File: config.mk
export PLATFORM = sky130hd
export DESIGN_NAME = lfsr_decoder
export DESIGN_NICKNAME = d
export VERILOG_FILES = /design/src/rtl/lfsr_pkg.sv /design/src/rtl/lfsr_next.sv /design/src/rtl/lfsr_decoder.sv
export SDC_FILE = /design/constraint.sdc
export NUM_CORES = 1
export LEC_CHECK = 0
export ABC_AREA = 1
export ABC_CLOCK_PERIOD_IN_PS = 2550
export CAP_MARGIN = 5
export CELL_PAD_IN_SITES_DETAIL_PLACEMENT = 0
export CELL_PAD_IN_SITES_GLOBAL_PLACEMENT = 1
export CORE_MARGIN = 2
export CORE_UTILIZATION = 40
export CTS_BUF_LIST = sky130_fd_sc_hd__clkbuf_8
export CTS_CLUSTER_DIAMETER = 50
export CTS_CLUSTER_SIZE = 16
export DETAILED_ROUTE_END_ITERATION = 16
export GPL_ROUTABILITY_DRIVEN = 0
export PLACE_DENSITY_LB_ADDON = 0.1
export SLEW_MARGIN = 20
export SYNTH_ARGS = -nofsm -noshare
export SYNTH_HDL_FRONTEND = slang
export SYNTH_HIERARCHICAL = 1
export SYNTH_SLANG_ARGS = --single-unit
File: constraint.sdc
create_clock -name clk -period 2.55 [get_ports clk]
set_input_delay 0.51 -clock clk [delete_from_list [all_inputs] [get_ports clk]]
set_output_delay 0.51 -clock clk [all_outputs]
set_load 0.01 [all_outputs]
File: src/rtl/lfsr_pkg.sv
// lfsr_pkg: shared LFSR constants, tap positions and decoder FSM states
package lfsr_pkg;
  localparam int LFSR_W = 8;
  localparam logic [LFSR_W-1:0] LFSR_SEED = 8'h9C;
  localparam int TAP_A = 7;
  localparam int TAP_B = 5;
  localparam int TAP_C = 4;
  localparam int TAP_D = 3;
  typedef enum logic [1:0] {IDLE, SEARCH, DONE} state_e;
endpackage

File: src/rtl/lfsr_next.sv
// lfsr_next: one LFSR step; a zero result is replaced by SEED (ports: s_i current, next_o successor)
module lfsr_next
  import lfsr_pkg::*;
#(
  parameter logic [LFSR_W-1:0] SEED = LFSR_SEED
) (
  input  logic [LFSR_W-1:0] s_i,
  output logic [LFSR_W-1:0] next_o
);
  logic fb;
  logic [LFSR_W-1:0] raw;
  assign fb = s_i[TAP_A] ^ s_i[TAP_B] ^ s_i[TAP_C] ^ s_i[TAP_D];
  assign raw = {fb, s_i[LFSR_W-1:1]};
  assign next_o = (raw == '0) ? SEED : raw;
endmodule

File: src/rtl/lfsr_decoder.sv
// lfsr_decoder: replays the LFSR from SEED to find the step index of target (ports: clk, reset, start, target in; busy, done, index, err out; option LFSR_DEC_ZERO_CHK_EN)
module lfsr_decoder
  import lfsr_pkg::*;
#(
  parameter logic [LFSR_W-1:0] SEED = LFSR_SEED,
  parameter int MAX_STEPS = 256
) (
  input  logic              clk,
  input  logic              reset,
  input  logic              start,
  input  logic [LFSR_W-1:0] target,
  output logic              busy,
  output logic              done,
  output logic [LFSR_W-1:0] index,
  output logic              err
);
  state_e state_q;
  logic [LFSR_W-1:0] target_q, cur_q, cur_d, index_q;
  logic [8:0] cnt_q;
  logic busy_q, done_q, err_q;
`ifdef LFSR_DEC_ZERO_CHK_EN
  logic zero_q;
`endif
  lfsr_next #(.SEED(SEED)) u_next (.s_i(cur_q), .next_o(cur_d));
  always_ff @(posedge clk) begin
    if (reset) begin
      state_q  <= IDLE;
      busy_q   <= 1'b0;
      done_q   <= 1'b0;
      err_q    <= 1'b0;
      index_q  <= '0;
      cnt_q    <= '0;
      cur_q    <= SEED;
      target_q <= '0;
`ifdef LFSR_DEC_ZERO_CHK_EN
      zero_q   <= 1'b0;
`endif
    end else begin
      case (state_q)
        IDLE: begin
          done_q <= 1'b0;
          if (start) begin
            target_q <= target;
            cur_q    <= SEED;
            cnt_q    <= '0;
`ifdef LFSR_DEC_ZERO_CHK_EN
            // zero is never generated: skip the search and report in the DONE exit cycle
            if (target == '0) begin
              state_q <= DONE;
              zero_q  <= 1'b1;
              index_q <= '1;
              err_q   <= 1'b1;
            end else begin
              state_q <= SEARCH;
              busy_q  <= 1'b1;
            end
`else
            state_q <= SEARCH;
            busy_q  <= 1'b1;
`endif
          end
        end
        SEARCH: begin
          if (cur_q == target_q) begin
            index_q <= cnt_q[LFSR_W-1:0];
            err_q   <= 1'b0;
            busy_q  <= 1'b0;
            done_q  <= 1'b1;
            state_q <= DONE;
          end else if (cnt_q == 9'(MAX_STEPS - 1)) begin
            index_q <= '1;
            err_q   <= 1'b1;
            busy_q  <= 1'b0;
            done_q  <= 1'b1;
            state_q <= DONE;
          end else begin
            cur_q <= cur_d;
            cnt_q <= cnt_q + 9'd1;
          end
        end
        DONE: begin
          done_q  <= 1'b0;
          state_q <= IDLE;
`ifdef LFSR_DEC_ZERO_CHK_EN
          if (zero_q) begin
            done_q <= 1'b1;
            zero_q <= 1'b0;
          end
`endif
        end
        default: state_q <= IDLE;
      endcase
    end
  end
  assign busy  = busy_q;
  assign done  = done_q;
  assign index = index_q;
  assign err   = err_q;
endmodule

==> reports/metrics.cfg <==
[status]
status = complete, no violations

[floorplanning]
dieArea_sq_mm = 0.00546
core_area_sq_mm = 0.00472
ios = 22
rows = 25
die_y_um = 73.9
start_util = 0.414
dieWidth_um = 73.9

[final_layout]
num_antenna_cells = 0
syn2layout_area_growth_pct = 16.1
drive_gt1_frac = 0.0965
final_cell_mix = nand2_1 (64), nor2_1 (48), dfxtp_1 (38)
mostFrequentLayoutCell = nand2_1
fin_nets = 323

[setup_path]
worstPathArrival_ps = 2120
crit_type = reg -> reg
critPathLaunchType = flop
required_ps = 2770
end_kind = flop
r2r_cells = 8
path_max_fanout = 17

[timing]
fin_skew_ps = 5.52
relSlewSlack = 0.754
hold_viol = 0
fmax_mhz = 526
period_share = 0.745
setup_viol_count_final = 0
final_max_slew_viol_count = 0
fin_tns_setup_ps = 0
fin_crit_ps = 1900
rsz0062_at_grt = no
worst_slew_pin_slew_ps = 368

[min_path]
whs_path_depth = 2
hold_class = reg -> reg

[yosys]
synth.avg_cell_area_sq_um = 6.67
synth_area_leaders = dfxtp_1 (39%), nand2_1 (12%), nor2_1 (9.2%), nand3_1 (6.9%), inv_1 (6.5%)
ys_ff_latch = 38
seq_area_frac_synth = 0.389
syn_nets = 306
synth_warnings = 6
synth_top_area_share = 0.389
synth.distinct_cells = 25
synthCells = 293
synth_top_cell_by_area = dfxtp_1
syn-cell-area_sq_mm = 0.00195

[global_route]
met3_usage = 0.0425
grt_usage = 0.180
use_met2 = 0.263
grt_pass1_vias = 1539
gr-total-overflow = 0
grt_start_max_net_pins = 23
grt-busiest-layer = met2
antenna_found_initial = 0
use_met1 = 0.261
grt_pass1_wl_um = 7490

[drt]
drt-vias-per-instance = 4.59
drt_iter0_markers = 131
wire_per_inst_um = 11.5
remaining_drc_errors = 0
firstDrtPassIters = 4
finalWirelength_um = 4360
vias = 1736
ant_nets = 0

[power]
p_leak_nw = 0.960
power_density_mw_per_mm2 = 548
total_power_w = 0.00124
peakVddDrop_mv = 0.186

[clock_network]
cts-resized-gates = 0
cts_num_sinks = 38
cts_buffers = 5
htree_num_levels = 2
clk_latency_ps = 290
cts_tree = done
path_clk_slew_ps = 80
hold_buffers = 0
cts-root-buf = clkbuf_8
cts_buffer_depth = 2
cts_setup_buffers = 0

[place]
portBuffers = 21
dp_hpwl_um = 2930

[flow_run]
maxCapViolCount = 0

## cell usage after synthesis
master and number:
nand2_1 64, nor2_1 48, nor3_1 1, nand2_2 5, nand4_1 1, buf_12 1
buf_2 1, inv_1 34, buf_6 4, inv_2 3, or2_1 1, or2_2 4
clkbuf_1 10, buf_4 1, ha_1 2, nor3b_1 1, nor2_2 1, dfxtp_1 38
a21oi_1 21, o21ai_0 17, nand3_2 2, xnor2_1 4, nor3_4 1, o21ai_2 1
nand3_1 27
## final timing paths
path,endpoint,start,slack (ps)
worst max-delay path,cnt_q[2]$_SDFFE_PP0P_,cur_q[1]$_SDFFE_PP0P_,650
worst min-delay path,cnt_q[8]$_SDFFE_PP0P_,cnt_q[8]$_SDFFE_PP0P_,470
worst max register to register,cnt_q[2]$_SDFFE_PP0P_,cur_q[1]$_SDFFE_PP0P_,650
worst min register to register,cnt_q[8]$_SDFFE_PP0P_,cnt_q[8]$_SDFFE_PP0P_,470
## logic make-up after synthesis
logic type	count (synthesis)	synth area share
buf+inv	54	0.130
flops	38	0.389
fa+ha+maj	2	0.0128
xor+xnor	4	0.0179
simple gates	156	0.348
compound gates	39	0.102
## sequential cells by signal, summed over array words and instances (netlist names)
register and cells:
index 8, done 1, busy 1, cur_q 8, cnt_q 9, err 1
state_q 2, target_q 8
## report_power, final
group	switching, W	leakage (nW)	internal [W]
registers	0.0000261	0.310	0.000617
clock network	0.000215	0.0524	0.000214
logic	0.0000979	0.598	0.0000729
## stage by stage
step	hold WS, ps	area, sq um	cells	setup WS (ps)	util
global placement	452	2180	370	516	0.461
CTS	469	2270	378	613	0.480
finish	471	2270	378	650	0.480
detailed placement	458	2180	370	452	0.461
global route	489	2270	378	434	0.480
floorplan	439	1950	293	966	-
## metal layers
layer / part of all wire / wire length, um
met1: 0.53 / 2330
met2: 0.42 / 1830
met3: 0.031 / 136
met4: 0.014 / 59
met5: 0 / 0
## critical path, stage by stage (launching register included)
cell and delay (ps):
dfxtp_1 460, nand2_1 80, nand2_1 70, nand2_1 50, nor2_1 200, nand3_2 350, nand2_2 410, nand2_1 90
a21oi_1 130
## layout make-up
type	count	area [sq um]
clock buffer	6	82.6
clock inverter	2	8.76
fill	494	2450
inverter	37	139
multi-input combinational	201	938
sequential	38	761
tap	67	83.8
timing repair buffer	27	255
(Power assumes the default switching activity.)
